`config.mk`:
```
export PLATFORM = sky130hd
export DESIGN_NAME = quant_share_arb_flat
export DESIGN_NICKNAME = d
export VERILOG_FILES = /design/src/rtl/codec2_pkg.sv /design/src/rtl/quant_share_arb_if.sv /design/src/rtl/quant_share_arb_rr_pick.sv /design/src/rtl/quant_share_arb.sv /design/src/flat_wrapper.sv
export SDC_FILE = /design/constraint.sdc
export NUM_CORES = 1
export LEC_CHECK = 0
export CORE_MARGIN = 1.5
export CORE_UTILIZATION = 25
export CTS_CLUSTER_DIAMETER = 30
export DETAILED_ROUTE_END_ITERATION = 8
export GPL_TIMING_DRIVEN = 1
export SETUP_SLACK_MARGIN = 0.1
export SYNTH_ARGS = -nofsm -noshare
export SYNTH_HDL_FRONTEND = slang
export SYNTH_SLANG_ARGS = --single-unit
```
`constraint.sdc`:
```
create_clock -name clk -period 2.1 [get_ports clk]
set_clock_uncertainty 0.2 [all_clocks]
set_input_delay 0.21 -clock clk [delete_from_list [all_inputs] [get_ports clk]]
set_output_delay 0.21 -clock clk [all_outputs]
set_load 0.01 [all_outputs]
```
`src/rtl/codec2_pkg.sv`:
```
// codec2_pkg: constants and types shared by the codec2 2400 encoder blocks
// and the quantise-core arbiter (value format, FSM states, codebook sizes).
package codec2_pkg;

    // Q15.16 signed fixed point: N total bits, Q fraction bits.
    localparam int N = 32;
    localparam int Q = 16;

    // Legal scalar codebook sizes handed to the quantise core.
    localparam logic [4:0] M4  = 5'd4;
    localparam logic [4:0] M8  = 5'd8;
    localparam logic [4:0] M16 = 5'd16;

    // Arbiter sequencing states.
    typedef enum logic [1:0] {
        IDLE  = 2'd0,
        LATCH = 2'd1,
        RUN   = 2'd2,
        RESP  = 2'd3
    } arb_state_e;

endpackage

```
`src/rtl/quant_share_arb_if.sv`:
```
// quant_share_arb_if: requester-side and core-side signals of the shared
// quantise arbiter. The arbiter uses the master view; the requesters and the
// quantise core together form the slave view.
interface quant_share_arb_if #(
    parameter int N    = codec2_pkg::N,
    parameter int NREQ = 4
);
    // Requester side
    logic [NREQ-1:0]   req;
    logic [5*NREQ-1:0] req_m;
    logic [4*NREQ-1:0] req_order;
    logic [N*NREQ-1:0] req_x;
    logic [NREQ-1:0]   grant;
    logic [NREQ-1:0]   done;
    logic [3:0]        besti;
    logic              err;

    // Quantise core side
    logic              q_start;
    logic [4:0]        q_m;
    logic [3:0]        q_order;
    logic [N-1:0]      q_x;
    logic [3:0]        q_besti;
    logic              q_done;

    modport master (
        input  req, req_m, req_order, req_x, q_besti, q_done,
        output grant, done, besti, err, q_start, q_m, q_order, q_x
    );

    modport slave (
        output req, req_m, req_order, req_x, q_besti, q_done,
        input  grant, done, besti, err, q_start, q_m, q_order, q_x
    );

endinterface

```
`src/rtl/quant_share_arb_rr_pick.sv`:
```
// rr_pick: combinational rotate-priority picker. Scans the request vector
// starting one past the previous owner and returns the first requester found.
module rr_pick #(
    parameter int NREQ = 4,
    parameter int IW   = $clog2(NREQ)
) (
    input  logic [NREQ-1:0] req,
    input  logic [IW-1:0]   last,
    output logic [IW-1:0]   winner,
    output logic            any
);

    // First set bit at or after last+1, wrapping modulo NREQ.
    always_comb begin
        // NOTE: every output of a combinational block gets a default before
        // any branch, otherwise the unassigned paths infer latches.
        winner = '0;
        any    = 1'b0;
        for (int i = 1; i <= NREQ; i++) begin
            automatic int idx = (int'(last) + i) % NREQ;
            if (!any && req[idx]) begin
                winner = IW'(idx);
                any    = 1'b1;
            end
        end
    end

endmodule

```
`src/rtl/quant_share_arb.sv`:
```
// quant_share_arb: round-robin arbiter/sequencer sharing one scalar quantise
// core between the codec2 2400 encoder requesters. Grants one requester,
// freezes its operands onto the core, runs the start/done handshake and
// returns the best index with a one-cycle done pulse to the owner.
// Optional watchdog on the core: define QUANT_ARB_TIMEOUT_EN.
module quant_share_arb
    import codec2_pkg::*;
#(
    parameter int N           = codec2_pkg::N,
    parameter int NREQ        = 4,
    parameter int TIMEOUT_CYC = 1023
) (
    input logic               clk,
    input logic               rst,
    quant_share_arb_if.master bus
);

    localparam int IW = $clog2(NREQ);

    // The watchdog counter is 10 bits wide; the limit must fit in it.
    if (TIMEOUT_CYC < 1 || TIMEOUT_CYC > 1023) begin : g_bad_timeout
        $error("quant_share_arb: TIMEOUT_CYC must be in 1..1023");
    end

    arb_state_e       state_q, state_d;
    logic [NREQ-1:0]  grant_q, grant_d;
    logic [NREQ-1:0]  done_q, done_d;
    logic [3:0]       besti_q, besti_d;
    logic             q_start_q, q_start_d;
    logic [4:0]       q_m_q, q_m_d;
    logic [3:0]       q_order_q, q_order_d;
    logic [N-1:0]     q_x_q, q_x_d;
    logic [IW-1:0]    last_q, last_d;
    logic [IW-1:0]    winner_q, winner_d;
`ifdef QUANT_ARB_TIMEOUT_EN
    localparam logic [9:0] TO_LAST = 10'(TIMEOUT_CYC - 1);
    logic [9:0]       cnt_q, cnt_d;
    logic             err_q, err_d;
`endif

    logic [IW-1:0]    pick_winner;
    logic             pick_any;

    rr_pick #(
        .NREQ (NREQ),
        .IW   (IW)
    ) u_rr_pick (
        .req    (bus.req),
        .last   (last_q),
        .winner (pick_winner),
        .any    (pick_any)
    );

    // Operand mux: the slices of the requester chosen in IDLE.
    logic [4:0]   sel_m;
    logic [3:0]   sel_order;
    logic [N-1:0] sel_x;

    always_comb begin
        sel_m     = bus.req_m[int'(winner_q)*5 +: 5];
        sel_order = bus.req_order[int'(winner_q)*4 +: 4];
        sel_x     = bus.req_x[int'(winner_q)*N +: N];
    end

    // Next-state and registered-output logic of the sequencer.
    always_comb begin
        state_d   = state_q;
        grant_d   = grant_q;
        done_d    = '0;
        besti_d   = besti_q;
        q_start_d = q_start_q;
        q_m_d     = q_m_q;
        q_order_d = q_order_q;
        q_x_d     = q_x_q;
        last_d    = last_q;
        winner_d  = winner_q;
`ifdef QUANT_ARB_TIMEOUT_EN
        cnt_d     = cnt_q;
        err_d     = 1'b0;
`endif
        unique case (state_q)
            IDLE: begin
                if (pick_any) begin
                    winner_d = pick_winner;
                    grant_d  = {{(NREQ-1){1'b0}}, 1'b1} << pick_winner;
                    state_d  = LATCH;
                end
            end
            LATCH: begin
                // Operands are captured once here and stay frozen for RUN.
                q_m_d     = sel_m;
                q_order_d = sel_order;
                q_x_d     = sel_x;
                last_d    = winner_q;
                q_start_d = 1'b1;
                state_d   = RUN;
`ifdef QUANT_ARB_TIMEOUT_EN
                cnt_d     = '0;
`endif
            end
            RUN: begin
                if (bus.q_done) begin
                    q_start_d = 1'b0;
                    besti_d   = bus.q_besti;
                    done_d    = grant_q;
                    state_d   = RESP;
                end
`ifdef QUANT_ARB_TIMEOUT_EN
                else if (cnt_q == TO_LAST) begin
                    // Core never answered: release it with a null result.
                    q_start_d = 1'b0;
                    besti_d   = '0;
                    err_d     = 1'b1;
                    done_d    = grant_q;
                    state_d   = RESP;
                end else begin
                    cnt_d = cnt_q + 10'd1;
                end
`endif
            end
            RESP: begin
                grant_d = '0;
                state_d = IDLE;
            end
            default: state_d = IDLE;
        endcase
    end

    // State and output registers; an asynchronous reset aborts any job.
    always_ff @(posedge clk or negedge rst) begin
        if (!rst) begin
            state_q   <= IDLE;
            grant_q   <= '0;
            done_q    <= '0;
            besti_q   <= '0;
            q_start_q <= 1'b0;
            q_m_q     <= '0;
            q_order_q <= '0;
            q_x_q     <= '0;
            last_q    <= IW'(NREQ - 1);
            winner_q  <= '0;
`ifdef QUANT_ARB_TIMEOUT_EN
            cnt_q     <= '0;
            err_q     <= 1'b0;
`endif
        end else begin
            // NOTE: sequential state uses non-blocking assignments so every
            // flop samples the pre-edge values regardless of statement order.
            state_q   <= state_d;
            grant_q   <= grant_d;
            done_q    <= done_d;
            besti_q   <= besti_d;
            q_start_q <= q_start_d;
            q_m_q     <= q_m_d;
            q_order_q <= q_order_d;
            q_x_q     <= q_x_d;
            last_q    <= last_d;
            winner_q  <= winner_d;
`ifdef QUANT_ARB_TIMEOUT_EN
            cnt_q     <= cnt_d;
            err_q     <= err_d;
`endif
        end
    end

    assign bus.grant   = grant_q;
    assign bus.done    = done_q;
    assign bus.besti   = besti_q;
    assign bus.q_start = q_start_q;
    assign bus.q_m     = q_m_q;
    assign bus.q_order = q_order_q;
    assign bus.q_x     = q_x_q;
`ifdef QUANT_ARB_TIMEOUT_EN
    assign bus.err     = err_q;
`else
    assign bus.err     = 1'b0;
`endif

endmodule

```
`src/flat_wrapper.sv`:
```
// flat-port wrapper written by rule: the top's interface ports become plain ports
module quant_share_arb_flat import codec2_pkg::*;
#(
    parameter int N           = codec2_pkg::N,
    parameter int NREQ        = 4,
    parameter int TIMEOUT_CYC = 1023
)
  (clk, rst, bus_req, bus_req_m, bus_req_order, bus_req_x, bus_q_besti, bus_q_done, bus_grant, bus_done, bus_besti, bus_err, bus_q_start, bus_q_m, bus_q_order, bus_q_x);
  quant_share_arb_if #(.N(N), .NREQ(NREQ)) bus_i ();
  input logic clk;
  input logic rst;
  input wire logic [$bits(bus_i.req)-1:0] bus_req;
  input wire logic [$bits(bus_i.req_m)-1:0] bus_req_m;
  input wire logic [$bits(bus_i.req_order)-1:0] bus_req_order;
  input wire logic [$bits(bus_i.req_x)-1:0] bus_req_x;
  input wire logic [$bits(bus_i.q_besti)-1:0] bus_q_besti;
  input wire logic [$bits(bus_i.q_done)-1:0] bus_q_done;
  output wire logic [$bits(bus_i.grant)-1:0] bus_grant;
  output wire logic [$bits(bus_i.done)-1:0] bus_done;
  output wire logic [$bits(bus_i.besti)-1:0] bus_besti;
  output wire logic [$bits(bus_i.err)-1:0] bus_err;
  output wire logic [$bits(bus_i.q_start)-1:0] bus_q_start;
  output wire logic [$bits(bus_i.q_m)-1:0] bus_q_m;
  output wire logic [$bits(bus_i.q_order)-1:0] bus_q_order;
  output wire logic [$bits(bus_i.q_x)-1:0] bus_q_x;
  assign bus_i.req = bus_req;
  assign bus_i.req_m = bus_req_m;
  assign bus_i.req_order = bus_req_order;
  assign bus_i.req_x = bus_req_x;
  assign bus_i.q_besti = bus_q_besti;
  assign bus_i.q_done = bus_q_done;
  assign bus_grant = bus_i.grant;
  assign bus_done = bus_i.done;
  assign bus_besti = bus_i.besti;
  assign bus_err = bus_i.err;
  assign bus_q_start = bus_i.q_start;
  assign bus_q_m = bus_i.q_m;
  assign bus_q_order = bus_i.q_order;
  assign bus_q_x = bus_i.q_x;
  quant_share_arb #(.N(N), .NREQ(NREQ), .TIMEOUT_CYC(TIMEOUT_CYC)) u_core (.clk(clk), .rst(rst), .bus(bus_i));
endmodule
```
==> flow_summary.ini <==
[synth]
synthesis.area_sq_um = 3572
netlist_top_cells_area = dfrtp_1 41%, mux4_2 24%, mux2_4 16%, mux2_2 2.8%, buf_12 2.2%
seq_area_frac_synth_pct = 42.10
ys_types = 32
yosysWarnings = 0
async_reset_ff_share_pct = 100.0
avgSynthCellArea_sq_um = 16.93
yosys.area.top_type_share_pct = 40.63
synth_seq_cells = 60
synth_fp_nets = 390
synth_edf_count = 0
yosysTopAreaCell = dfrtp_1
synth_ff_type = dfrtp_1
syn_inst = 211

[sta]
fmaxAchievable_mhz = 553.7
whs_ps = 92.13
finalHoldViolations = 0
min_period_over_period_pct = 86.00
period_minus_slack_ps = 1806
final.setup.tns_ps = 0
rsz0062_at_grt = false
setup_viol = 0
slew_violations = 0

[critical_path]
worstPathArrival_ps = 1820
crit_chain = buf_12 > mux4_1 > mux2_2
critPathKind = reg -> reg
cp-start-kind = flip-flop
endpoint_kind = flip-flop
path_max_fanout = 22
r2r_start = u_core.winner_q[0]$_DFFE_PN0P_
cp_top_family = multiplexers
reg2reg_depth = 3
crit_buf_inv = 1
critPathCapture = u_core.bus.q_order[3]$_DFFE_PN0P_
worstSetupStartpoint = u_core.winner_q[0]$_DFFE_PN0P_
crit_cells = 3
reg2reg_to = u_core.bus.q_order[3]$_DFFE_PN0P_
timing.critical_path.slowest_cell_delay_ps = 590
crit_slowest_cell = mux4_1
r2r_setup_slack_ps = 290
required_ps = 2110

[die]
fp.dieW_um = 122.5
die_h_um = 122.5
start_util_pct = 25.64
fp-row-count = 43
io_pins = 230
die_area_sq_um = 15010
core_sq_um = 13930

[power]
peakVddDrop_mv = 0.6515
p_comb_share_pct = 57.7
power.share.clock_pct = 16.2
p_int_mw = 5.605
swShare_pct = 31.44
finalPower_mw = 8.176
seq_power_share_pct = 26.0
leakage_nw = 2.518
switchingPower_mw = 2.571
p_per_area_nw_per_um2 = 1293

[worst_hold_path]
min_path_type = in -> async

[cts]
cts.path.max_buffers = 2
cts_tree = built
cts-hold-fix-buffers = 1
ctsHtreeMaxLevel = 3
cts.sinks = 60
clk_pin_slew_ps = 50
worstSkewPairLatency_ps = 330
cts-root-buf = clkbuf_16
cts_resized = 0
postCtsSetupBuffers = 0
numCtsBuffers = 9

[drt]
drt_iter0_markers = 89
drc = 0
ant_nets = 0
avgViaCountPerCell = 4.553
firstDrtPassIters = 4
via_count = 2855
routedWlPerCell_um = 17.75
finalWirelength_um = 11130

[global_route]
first_global_vias = 3114
grt_pass1_wl_um = 16650
track_usage_pct = 14.88
antenna_found_initial = 0
grt_max_degree = 45
grt-ovfl-total = 0

[layout]
antenna-diode-count = 0
fin_nets = 621
drive_gt1_share_pct = 25.06
area_growth_pct = 76.99

[placement]
place.gp.congestion = 0.8261
io_buffers = 228
hpwl_um = 8397

[run]
drv_cap = 0

[outcome]
outcome = complete, no violations
[worst reg2reg max path, cell delays in order (launching register included)]
cell and delay (ps):
dfrtp_2 400, buf_12 220, mux4_1 600, mux2_2 270
[worst min path at each step]
stage,endpoint,slack (ps),cells past startpoint,start
final,u_core.bus.q_order[1]$_DFFE_PN0P_,90,2,rst
after global routing,u_core.bus.q_x[28]$_DFFE_PN0P_,110,2,rst
after CTS,u_core.bus.q_order[1]$_DFFE_PN0P_,90,2,rst
after detailed placement,u_core.bus.q_x[20]$_DFFE_PN0P_,-110,1,rst
after global placement,u_core.bus.q_x[20]$_DFFE_PN0P_,-120,1,rst
after floorplan,u_core.bus.besti[0]$_DFFE_PN0P_,-290,0,rst
[stage by stage]
stage | setup slack (ps) | utilization [%] | instances | area (sq um)
CTS | 278.2 | 45.37 | 627 | 6322
global placement | 284.8 | 43.40 | 610 | 6048
detailed placement | 253.3 | 43.40 | 610 | 6048
floorplan | 303.0 | - | 211 | 3572
global route | 221.2 | 45.37 | 627 | 6322
finish | 293.9 | 45.37 | 627 | 6322
[cells by family (layout without fill, tap and decap cells)]
family | Yosys count | in the layout | share of synthesized area (%)
AO/OA/AOI/OAI | 18 | 18 | 3.713
multiplexers | 89 | 89 | 45.25
buffers and inverters | 19 | 255 | 4.414
flip-flops | 60 | 60 | 42.10
other | 1 | 1 | 0.1050
AND/OR/NAND/NOR | 20 | 20 | 3.012
adder cells (fa/ha/maj) | 4 | 4 | 1.401
[cells in the mapped netlist (2+ instances only)]
cell type,n
o22a_1,2
nor2_1,2
and3_1,4
nand2_1,6
ha_1,4
dfrtp_1,58
o2bb2ai_1,4
clkbuf_1,2
mux2_4,38
dfstp_2,2
mux4_2,38
mux2_2,9
nand2b_1,3
nor2b_1,2
o21ai_0,5
buf_12,4
a21oi_1,2
buf_2,8
mux4_1,3
inv_1,3
[area by class of cell]
type | count | area [sq um]
Clock buffer | 14 | 254.0
Clock inverter | 2 | 10.01
Fill cell | 1219 | 7612
Inverter | 3 | 11.26
Multi-Input combinational cell | 132 | 1913
Sequential cell | 60 | 1506
Tap cell | 180 | 225.2
Timing Repair Buffer | 236 | 2402
[state kept, by name (all words and copies together), names as in the netlist]
register,count
u_core.bus.besti,4
u_core.last_q,2
u_core.bus.done,4
u_core.bus.q_x,32
u_core.winner_q,2
u_core.bus.q_order,4
u_core.bus.grant,4
u_core.bus.q_m,5
u_core.bus.q_start,1
u_core.state_q,2
[placed cells by master, fill, tap and decap left out, types with 2 or more instances in the layout]
master           instances
clkdlybuf4s50_1        227
dfrtp_1                 56
mux4_2                  38
mux2_4                  38
mux2_2                   9
clkbuf_16                9
nand2_1                  6
o21ai_0                  5
buf_12                   5
and3_1                   4
o2bb2ai_1                4
clkbuf_1                 4
inv_1                    3
nand2b_1                 3
mux4_1                   3
ha_1                     3
a21oi_1                  2
nor2b_1                  2
nor2_1                   2
o22a_1                   2
clkinv_2                 2
buf_4                    2
dfstp_2                  2
dfrtp_2                  2
[power by group through the flow]
stage / clock (mW) / sequential (mW) / combinational (mW)
3_5_place_dp: 0 / 2.15 / 4.77
5_1_grt: 1.44 / 2.20 / 5.06
2_1_floorplan: 0 / 2.29 / 2.77
6_report: 1.33 / 2.13 / 4.72
4_1_cts: 1.38 / 2.14 / 4.80
3_3_place_gp: 0 / 2.12 / 4.73
[metal layers]
metal | up-vias | part of all wire, % | global-route usage, %
li1 | 1297 | - | -
met5 | - | 0 | 0
met2 | 130 | 51 | 26.33
met4 | 0 | 1.9 | 5.669
met1 | 1411 | 38 | 16.69
met3 | 17 | 8.9 | 4.647
(Power assumes the default switching activity.)
